--- src/rtl/polar_conv_ctrl.sv ---
// polar_conv_ctrl: sequenced rectangular-to-polar converter for unsigned
// first-quadrant (x, y). A single shift-subtract unit is time-shared between
// a restoring square root (r) and a restoring ratio divide (atan LUT index).
module polar_conv_ctrl #(
  parameter int DATA_W = 8
) (
  input  logic              clk,
  input  logic              rst_n,
  input  logic              ena,
  input  logic              in_valid,
  output logic              in_ready,
  input  logic [DATA_W-1:0] in_x,
  input  logic [DATA_W-1:0] in_y,
  output logic              out_valid,
  input  logic              out_ready,
  output logic [DATA_W:0]   out_r,
  output logic [7:0]        out_theta,
  output logic              busy
);

  // Sum is padded to an even width so the root consumes whole bit pairs.
  localparam int SUM_W = 2 * DATA_W + 2;
  // Partial remainder: root remainder stays below 2^(DATA_W+2) before the
  // 2-bit shift; the divide remainder stays below 2^(DATA_W+1).
  localparam int REM_W = DATA_W + 5;

  typedef enum logic [2:0] {
    S_IDLE, S_SQ, S_ROOT, S_DIV, S_FIN, S_DONE
  } state_t;

  state_t            r_state;
  state_t            w_state_next;
  logic [DATA_W-1:0] r_x;
  logic [DATA_W-1:0] r_y;
  logic [SUM_W-1:0]  r_sum;
  logic [REM_W-1:0]  r_rem;
  logic [DATA_W:0]   r_root;
  logic [4:0]        r_quo;
  logic [3:0]        r_cnt;
  logic [DATA_W:0]   r_out_r;
  logic [7:0]        r_out_theta;

  logic [DATA_W-1:0] w_mn;
  logic [DATA_W-1:0] w_mx;
  logic              w_swp;
  logic [SUM_W-1:0]  w_sq;
  logic [REM_W-1:0]  w_sub_a;
  logic [REM_W-1:0]  w_sub_b;
  logic [REM_W-1:0]  w_diff;
  logic              w_ge;
  logic [4:0]        w_k;
  logic [7:0]        w_atan;
  logic [7:0]        w_theta;

  // atan(k/16) in whole degrees, k = 0..16.
  function automatic logic [7:0] atan_lut(input logic [4:0] k);
    case (k)
      5'd0:    atan_lut = 8'd0;
      5'd1:    atan_lut = 8'd4;
      5'd2:    atan_lut = 8'd7;
      5'd3:    atan_lut = 8'd11;
      5'd4:    atan_lut = 8'd14;
      5'd5:    atan_lut = 8'd17;
      5'd6:    atan_lut = 8'd21;
      5'd7:    atan_lut = 8'd24;
      5'd8:    atan_lut = 8'd27;
      5'd9:    atan_lut = 8'd29;
      5'd10:   atan_lut = 8'd32;
      5'd11:   atan_lut = 8'd35;
      5'd12:   atan_lut = 8'd37;
      5'd13:   atan_lut = 8'd39;
      5'd14:   atan_lut = 8'd41;
      5'd15:   atan_lut = 8'd43;
      default: atan_lut = 8'd45;
    endcase
  endfunction

  assign w_swp = (r_y > r_x);
  assign w_mn  = w_swp ? r_x : r_y;
  assign w_mx  = w_swp ? r_y : r_x;
  assign w_sq  = SUM_W'(r_x) * SUM_W'(r_x) + SUM_W'(r_y) * SUM_W'(r_y);

  // Shared shift-subtract unit: operand selection depends on the active job.
  always_comb begin
    w_sub_a = '0;
    w_sub_b = '0;
    if (r_state == S_ROOT) begin
      w_sub_a = {r_rem[REM_W-3:0], r_sum[SUM_W-1 -: 2]};
      w_sub_b = {2'b00, r_root, 2'b01};
    end else if (r_state == S_DIV) begin
      // First divide step produces the integer bit (mn == mx gives k = 16).
      w_sub_a = (r_cnt == 4'd5) ? r_rem : {r_rem[REM_W-2:0], 1'b0};
      w_sub_b = {{(REM_W-DATA_W){1'b0}}, w_mx};
    end
  end

  assign w_ge   = (w_sub_a >= w_sub_b);
  assign w_diff = w_sub_a - w_sub_b;

  // A zero max means x = y = 0; the divide result is meaningless there.
  assign w_k     = (w_mx == '0) ? 5'd0 : r_quo;
  assign w_atan  = atan_lut(w_k);
  assign w_theta = w_swp ? (8'd90 - w_atan) : w_atan;

  // State register.
  always_ff @(posedge clk or negedge rst_n) begin
    if (!rst_n) r_state <= S_IDLE;
    else        r_state <= w_state_next;
  end

  // Next-state and handshake outputs; every transition is gated by ena.
  always_comb begin
    w_state_next = r_state;
    in_ready     = 1'b0;
    out_valid    = 1'b0;
    busy         = 1'b1;
    case (r_state)
      S_IDLE: begin
        in_ready = 1'b1;
        busy     = 1'b0;
        if (ena && in_valid) w_state_next = S_SQ;
      end
      S_SQ:   if (ena) w_state_next = S_ROOT;
      S_ROOT: if (ena && r_cnt == 4'd1) w_state_next = S_DIV;
      S_DIV:  if (ena && r_cnt == 4'd1) w_state_next = S_FIN;
      S_FIN:  if (ena) w_state_next = S_DONE;
      S_DONE: begin
        out_valid = 1'b1;
        if (ena && out_ready) w_state_next = S_IDLE;
      end
      default: w_state_next = S_IDLE;
    endcase
  end

  // Datapath: operand latch, square, root/divide iterations, result capture.
  always_ff @(posedge clk or negedge rst_n) begin
    if (!rst_n) begin
      r_x         <= '0;
      r_y         <= '0;
      r_sum       <= '0;
      r_rem       <= '0;
      r_root      <= '0;
      r_quo       <= '0;
      r_cnt       <= '0;
      r_out_r     <= '0;
      r_out_theta <= '0;
    end else if (ena) begin
      case (r_state)
        S_IDLE: begin
          if (in_valid) begin
            r_x <= in_x;
            r_y <= in_y;
          end
        end
        S_SQ: begin
          r_sum  <= w_sq;
          r_rem  <= '0;
          r_root <= '0;
          r_cnt  <= 4'(DATA_W + 1);
        end
        S_ROOT: begin
          r_sum  <= {r_sum[SUM_W-3:0], 2'b00};
          r_rem  <= w_ge ? w_diff : w_sub_a;
          r_root <= {r_root[DATA_W-1:0], w_ge};
          r_cnt  <= r_cnt - 4'd1;
          if (r_cnt == 4'd1) begin
            // Hand the unit over to the divide, seeded with the minimum.
            r_rem <= {{(REM_W-DATA_W){1'b0}}, w_mn};
            r_quo <= '0;
            r_cnt <= 4'd5;
          end
        end
        S_DIV: begin
          r_rem <= w_ge ? w_diff : w_sub_a;
          r_quo <= {r_quo[3:0], w_ge};
          r_cnt <= r_cnt - 4'd1;
        end
        S_FIN: begin
          r_out_r     <= r_root;
          r_out_theta <= w_theta;
        end
        default: ;
      endcase
    end
  end

  assign out_r     = r_out_r;
  assign out_theta = r_out_theta;

endmodule

--- config.mk ---
export PLATFORM = sky130hd
export DESIGN_NAME = polar_conv_ctrl
export DESIGN_NICKNAME = d
export VERILOG_FILES = /design/src/rtl/polar_conv_ctrl.sv
export SDC_FILE = /design/constraint.sdc
export NUM_CORES = 1
export LEC_CHECK = 0
export CAP_MARGIN = 20
export CORE_UTILIZATION = 61
export CTS_CLUSTER_SIZE = 40
export DETAILED_ROUTE_END_ITERATION = 12
export PLACE_DENSITY_LB_ADDON = 0.1
export SYNTH_ARGS = -nofsm -noshare
export SYNTH_HDL_FRONTEND = slang
export SYNTH_SLANG_ARGS = --single-unit
--- constraint.sdc ---
create_clock -name clk -period 6.18 [get_ports clk]
set_input_delay 0.927 -clock clk [delete_from_list [all_inputs] [get_ports clk]]
set_output_delay 0.927 -clock clk [all_outputs]
set_load 0.01 [all_outputs]
==> out/qor.csv, run 1 <==
metric,value,unit
Worst-Margin Slew,1020,ps
first-pass GRT wire length,34200,um
cell accounting for the most synthesized area,dfrtp_1,
post-place setup slack,343,ps
WL final,20600,um
Area Overhead vs Synth,10.3,%
CP max FO,8,
layout cells sized above 1,7.52,%
met2 Use GR,46.3,%
Tcrit/Tclk final,94.0,%
Iter 0 DRT Violations,521,
commonest cells in the netlist,"121 x inv_1, 103 x nand2_1, 84 x dfrtp_1",
largest net degree at the start of global routing,64,
Post-Syn Instances,957,
Post-synth EDFFs,0,
fin nets,1160,
slew margin rel.,31.3,%
Starting Density,62.4,%
TNS Setup,0,ps
die width,121,um
vias in the first global route,6670,
RSZ-0062 raised after global routing,false,
CTS Buf Count,9,
CTS tree,done,
Top Usage Layer GRT,met2,
Peak Freq,172,MHz
"Core Util, Final",68.9,%
Hold Path Class,in -> async,
max-slew violation count,0,
met1 Use GR,45.1,%
CP Class,reg -> reg,
Die ar.,14700,um^2
most frequent cell after synthesis,inv_1,
# clock sinks,84,
routed len/inst,17.7,um
initial antenna violation count,0,
Hold Buf Count CTS,0,
drt pass-1 iters,6,
post-CTS setup buffers,0,
fin crit period,5810,ps
deepest clock path buffer count,2,
clock latency on the worst-skew pair,350,ps
Mapped Nets,1138,
post-layout worst setup margin,370,ps
Hold WS,470,ps
synth warn,0,
status,completed,
n_diodes,0,
Mapped Avg Cell Area,9.06,um^2
CTS root buf,clkbuf_16,
# IOs,41,
ANT nets after route,0,
Synth Cell Area,8670,um^2
CP Capture Type,flop,
final hold viol count,0,
register area share after synthesis,24.2,%
H-tree depth,3,
placed wire-length estimate,15800,um
max cap viols,0,
largest cells by area after synthesis,"dfrtp_1 24%, fa_1 18%, ha_1 12%, inv_1 5.2%, nand2_1 4.5%",
distinct cell type count after synthesis,63,
Die Height,121,um
startpoint types,flop,
final setup fails,0,
asr flop ratio synth,100,%
total core area,13900,um^2
via/cell ratio,5.87,
GRT Total Usage,30.4,%
DR vias,6828,
DRC viols,0,
GR Util met3,4.51,%
Final Skew,6.12,ps
RD Place Congestion,0.896,
Critical Path RT,6460,ps
"Reg clk slew, reported paths",70,ps
GRT overflow,0,
PortBufs,39,
share of the synthesized area in the top cell type,24.2,%
num rows,43,
CP arrival,6090,ps
dominant synthesized flop cell,dfrtp_1,
Yosys reg bits,84,
==> stage by stage <==
stage | instances | instance area (um^2)
after floorplan | 957 | 8670
after global placement | 1147 | 9240
after detailed placement | 1147 | 9240
after CTS | 1163 | 9550
after global routing | 1164 | 9560
final | 1164 | 9560
==> final timing paths <==
path	to	depth (start not counted)	startpoint	slack, ps
setup / recovery	r_sum[16]	21	r_x[2]	370
hold / removal	r_sum[10]	1	rst_n	470
setup reg to reg	r_sum[16]	21	r_x[2]	370
hold reg to reg	out_theta[2]	2	out_theta[2]	480
max in group asynchronous	r_state[0]	2	rst_n	4560
min in group clk	out_theta[2]	2	out_theta[2]	480
==> cell usage in the layout, fill, tap and decap left out, drive strengths merged, types with 3 or more instances in the layout <==
master | synthesis | layout
mux2i | 33 | 33
xor2 | 10 | 10
a21o | 11 | 11
nor4 | 6 | 6
o221ai | 7 | 7
o31ai | 5 | 5
o41ai | 5 | 5
nor3 | 11 | 11
clkinv | 3 | 5
nor2b | 9 | 9
o21a | 4 | 4
clkbuf | 44 | 9
and2 | 23 | 23
inv | 121 | 125
a31oi | 3 | 3
xnor2 | 22 | 22
o211ai | 16 | 16
o21ai | 55 | 55
nand4 | 4 | 4
or2 | 3 | 3
fa | 77 | 77
a22o | 13 | 13
buf | 7 | 24
and3 | 8 | 8
nor2 | 64 | 64
ha | 83 | 83
dfrtp | 84 | 84
a211oi | 14 | 14
a21oi | 51 | 51
clkdlybuf4s50 | 0 | 38
a211o | 3 | 3
mux2 | 16 | 16
nand3 | 11 | 11
nand2 | 103 | 103
==> layer usage <==
layer  part of all wire, %  routed length (um)
met5                     0                   0
met4                   1.9                 393
met3                   5.7                1180
met2                    45                9340
met1                    47                9670
==> state kept, by name (all words and copies together) (netlist names) <==
register / cells
out_r: 9
out_theta: 7
r_cnt: 4
r_quo: 5
r_rem: 13
r_root: 9
r_state: 3
r_sum: 18
r_x: 8
r_y: 8
==> what timing repair did <==
item / 4_1_cts / 5_1_grt
setup endpoints to repair: 0 / 3
hold endpoints to repair: 0 / 0
resized for setup: 0 / 3
==> critical path: stages (launching register included) <==
cell and delay, ps:
dfrtp_1 480, inv_1 260, nor2_1 130, fa_1 510, inv_1 50, fa_1 520
inv_1 60, fa_1 540, fa_1 460, fa_1 550, inv_1 50, fa_1 530
inv_1 40, ha_1 350, nand2_1 70, o21ai_1 160, nand4_1 190, a31oi_2 220
a31oi_1 130, xnor2_1 140, o21a_1 170, a21oi_1 100
==> cell type report <==
| type | instances | area (um^2) |
|---|---|---|
| Multi-Input combinational cell | 698 | 5900 |
| Fill cell | 1139 | 4320 |
| Sequential cell | 84 | 2100 |
| Timing Repair Buffer | 62 | 561 |
| Inverter | 124 | 465 |
| Clock buffer | 9 | 225 |
| Tap cell | 180 | 225 |
| Clock inverter | 7 | 81.3 |
==> kinds of logic after synthesis <==
family / after synthesis / synth area share [%]
AO/OA/AOI/OAI: 199 / 14.9
XOR/XNOR: 32 / 3.23
adder cells (fa/ha/maj): 160 / 29.8
buffers and inverters: 175 / 7.77
flip-flops: 84 / 24.2
multiplexers: 50 / 6.15
other: 1 / 0.0433
AND/OR/NAND/NOR: 256 / 13.9
Power of run 1 is left out: the tool's default activity adds up to more than one toggle a clock period on the data nets, which glitch-free logic cannot reach.
==> run 2, diff against run 1 <==
- CTS_BUF_LIST: not set -> sky130_fd_sc_hd__clkbuf_16
==> results of run 2 <==
The final DEF is identical to that of run 1; final timing and power are the same.
Power of run 2 is left out for the same reason.
==> run 3, diff against run 2 <==
- CORE_UTILIZATION: 61 -> 55
==> run 3 against run 2 <==
  * Die area is 11% higher
  * Critical path depth is 1 higher
  * Non-clock buffer count is 2 lower
  * Count of clock-buffer cells in the layout stayed put
  * Register-to-register slack better by 20 ps
  * Utilization is 6.3 points lower
==> out/qor.csv, run 3 (synthesized netlist as in run 1, its figures left out) <==
metric,value,unit
largest net degree at the start of global routing,53,
slew margin rel.,33.8,%
CTS tree,done,
Hold Buf Count CTS,0,
vias in the first global route,6574,
Tcrit/Tclk final,93.8,%
PortBufs,39,
most frequent cells in the layout,"121 x inv_1, 103 x nand2_1, 83 x ha_1",
CTS Buf Count,9,
Worst-Margin Slew,993,ps
RD Place Congestion,0.897,
RSZ-0062 raised after global routing,false,
placed wire-length estimate,15700,um
DRC viols,0,
initial antenna violation count,0,
GRT overflow,0,
routed len/inst,16.9,um
Peak Freq,173,MHz
num rows,45,
# IOs,41,
drt pass-1 iters,5,
layout cells sized above 1,7.64,%
fin nets,1158,
total core area,15300,um^2
n_diodes,0,
fin crit period,5790,ps
Die Height,128,um
TNS Setup,0,ps
via/cell ratio,5.60,
die width,128,um
CP Capture Type,flop,
startpoint types,flop,
# clock sinks,84,
WL final,20100,um
Die ar.,16300,um^2
Area Overhead vs Synth,10.6,%
max reg flops,18,
CP arrival,6080,ps
final hold viol count,0,
CP max FO,8,
final setup fails,0,
post-CTS setup buffers,0,
GRT Total Usage,27.1,%
deepest clock path buffer count,2,
H-tree depth,3,
ANT nets after route,0,
status,completed,
Iter 0 DRT Violations,404,
CTS root buf,clkbuf_16,
DR vias,6679,
Final Skew,13.8,ps
first-pass GRT wire length,33900,um
Worst R2R Setup Slack,390,ps
Critical Path RT,6470,ps
Hold Path Class,reg -> reg,
max cap viols,0,
Starting Density,56.6,%
"Most flops, register",r_sum,
"commonest non-fill, non-tap cell in the layout",inv_1,
biggest regs,"r_sum (18), r_rem (13)",
clock latency on the worst-skew pair,360,ps
"Reg clk slew, reported paths",80,ps
CP Class,reg -> reg,
max-slew violation count,0,
run 3: what timing repair did:
| item | CTS | global route |
|---|---|---|
| gates resized for setup | 0 | 4 |
| endpoints found under the hold margin | 0 | 0 |
| setup endpoints to repair | 0 | 2 |
run 3: cell type report:
| cell class | count | area, um^2 |
|---|---|---|
| multi-input cells | 698 | 5920 |
| fillers | 1374 | 5720 |
| flip-flops and latches | 84 | 2100 |
| repair buffers | 60 | 546 |
| inverters | 124 | 465 |
| well taps | 211 | 264 |
| clock buffers | 9 | 225 |
| clock inverters | 7 | 70.1 |
run 3: critical path, stage by stage, from the launching register on:
cell	delay (ps)
dfrtp_1	420
clkinv_1	180
buf_4	210
nor2_1	200
fa_1	450
inv_1	80
fa_1	400
inv_1	90
fa_1	430
fa_1	470
fa_1	540
inv_1	50
fa_1	530
inv_1	40
ha_1	370
nand2_1	70
o21ai_0	220
nand4_1	200
a31oi_2	220
a31oi_1	130
xnor2_1	140
o21a_1	170
a21oi_1	110
run 3: path summary, 6_finish.rpt:
check / from / cells past startpoint / to
hold / removal: out_theta[1] / 2 / out_theta[1]
setup reg to reg: r_x[3] / 22 / r_sum[16]
max in group asynchronous: rst_n / 2 / r_state[0]
setup / recovery: r_x[3] / 22 / r_sum[16]
hold reg to reg: out_theta[1] / 2 / out_theta[1]
min in group asynchronous: rst_n / 1 / r_x[0]
run 3: metal layers:
metal	up-vias	share of wire, %	GRT usage [%]
met5	-	0	0
met4	0	1.9	7.98
met3	25	4.3	2.97
met2	158	44	40.9
met1	3243	50	40.8
li1	3253	-	-
run 3: metrics by stage:
step | worst slack, ps | utilization, % | cells | area (um^2) | hold slack, ps
global placement | 465 | 60.6 | 1177 | 9280 | 459
CTS | 317 | 62.5 | 1193 | 9570 | 484
finish | 386 | 62.6 | 1193 | 9590 | 477
floorplan | 606 | - | 957 | 8670 | 448
detailed placement | 335 | 60.6 | 1177 | 9280 | 468
global route | 19.1 | 62.6 | 1193 | 9590 | 496
Power of run 3 is left out for the same reason.
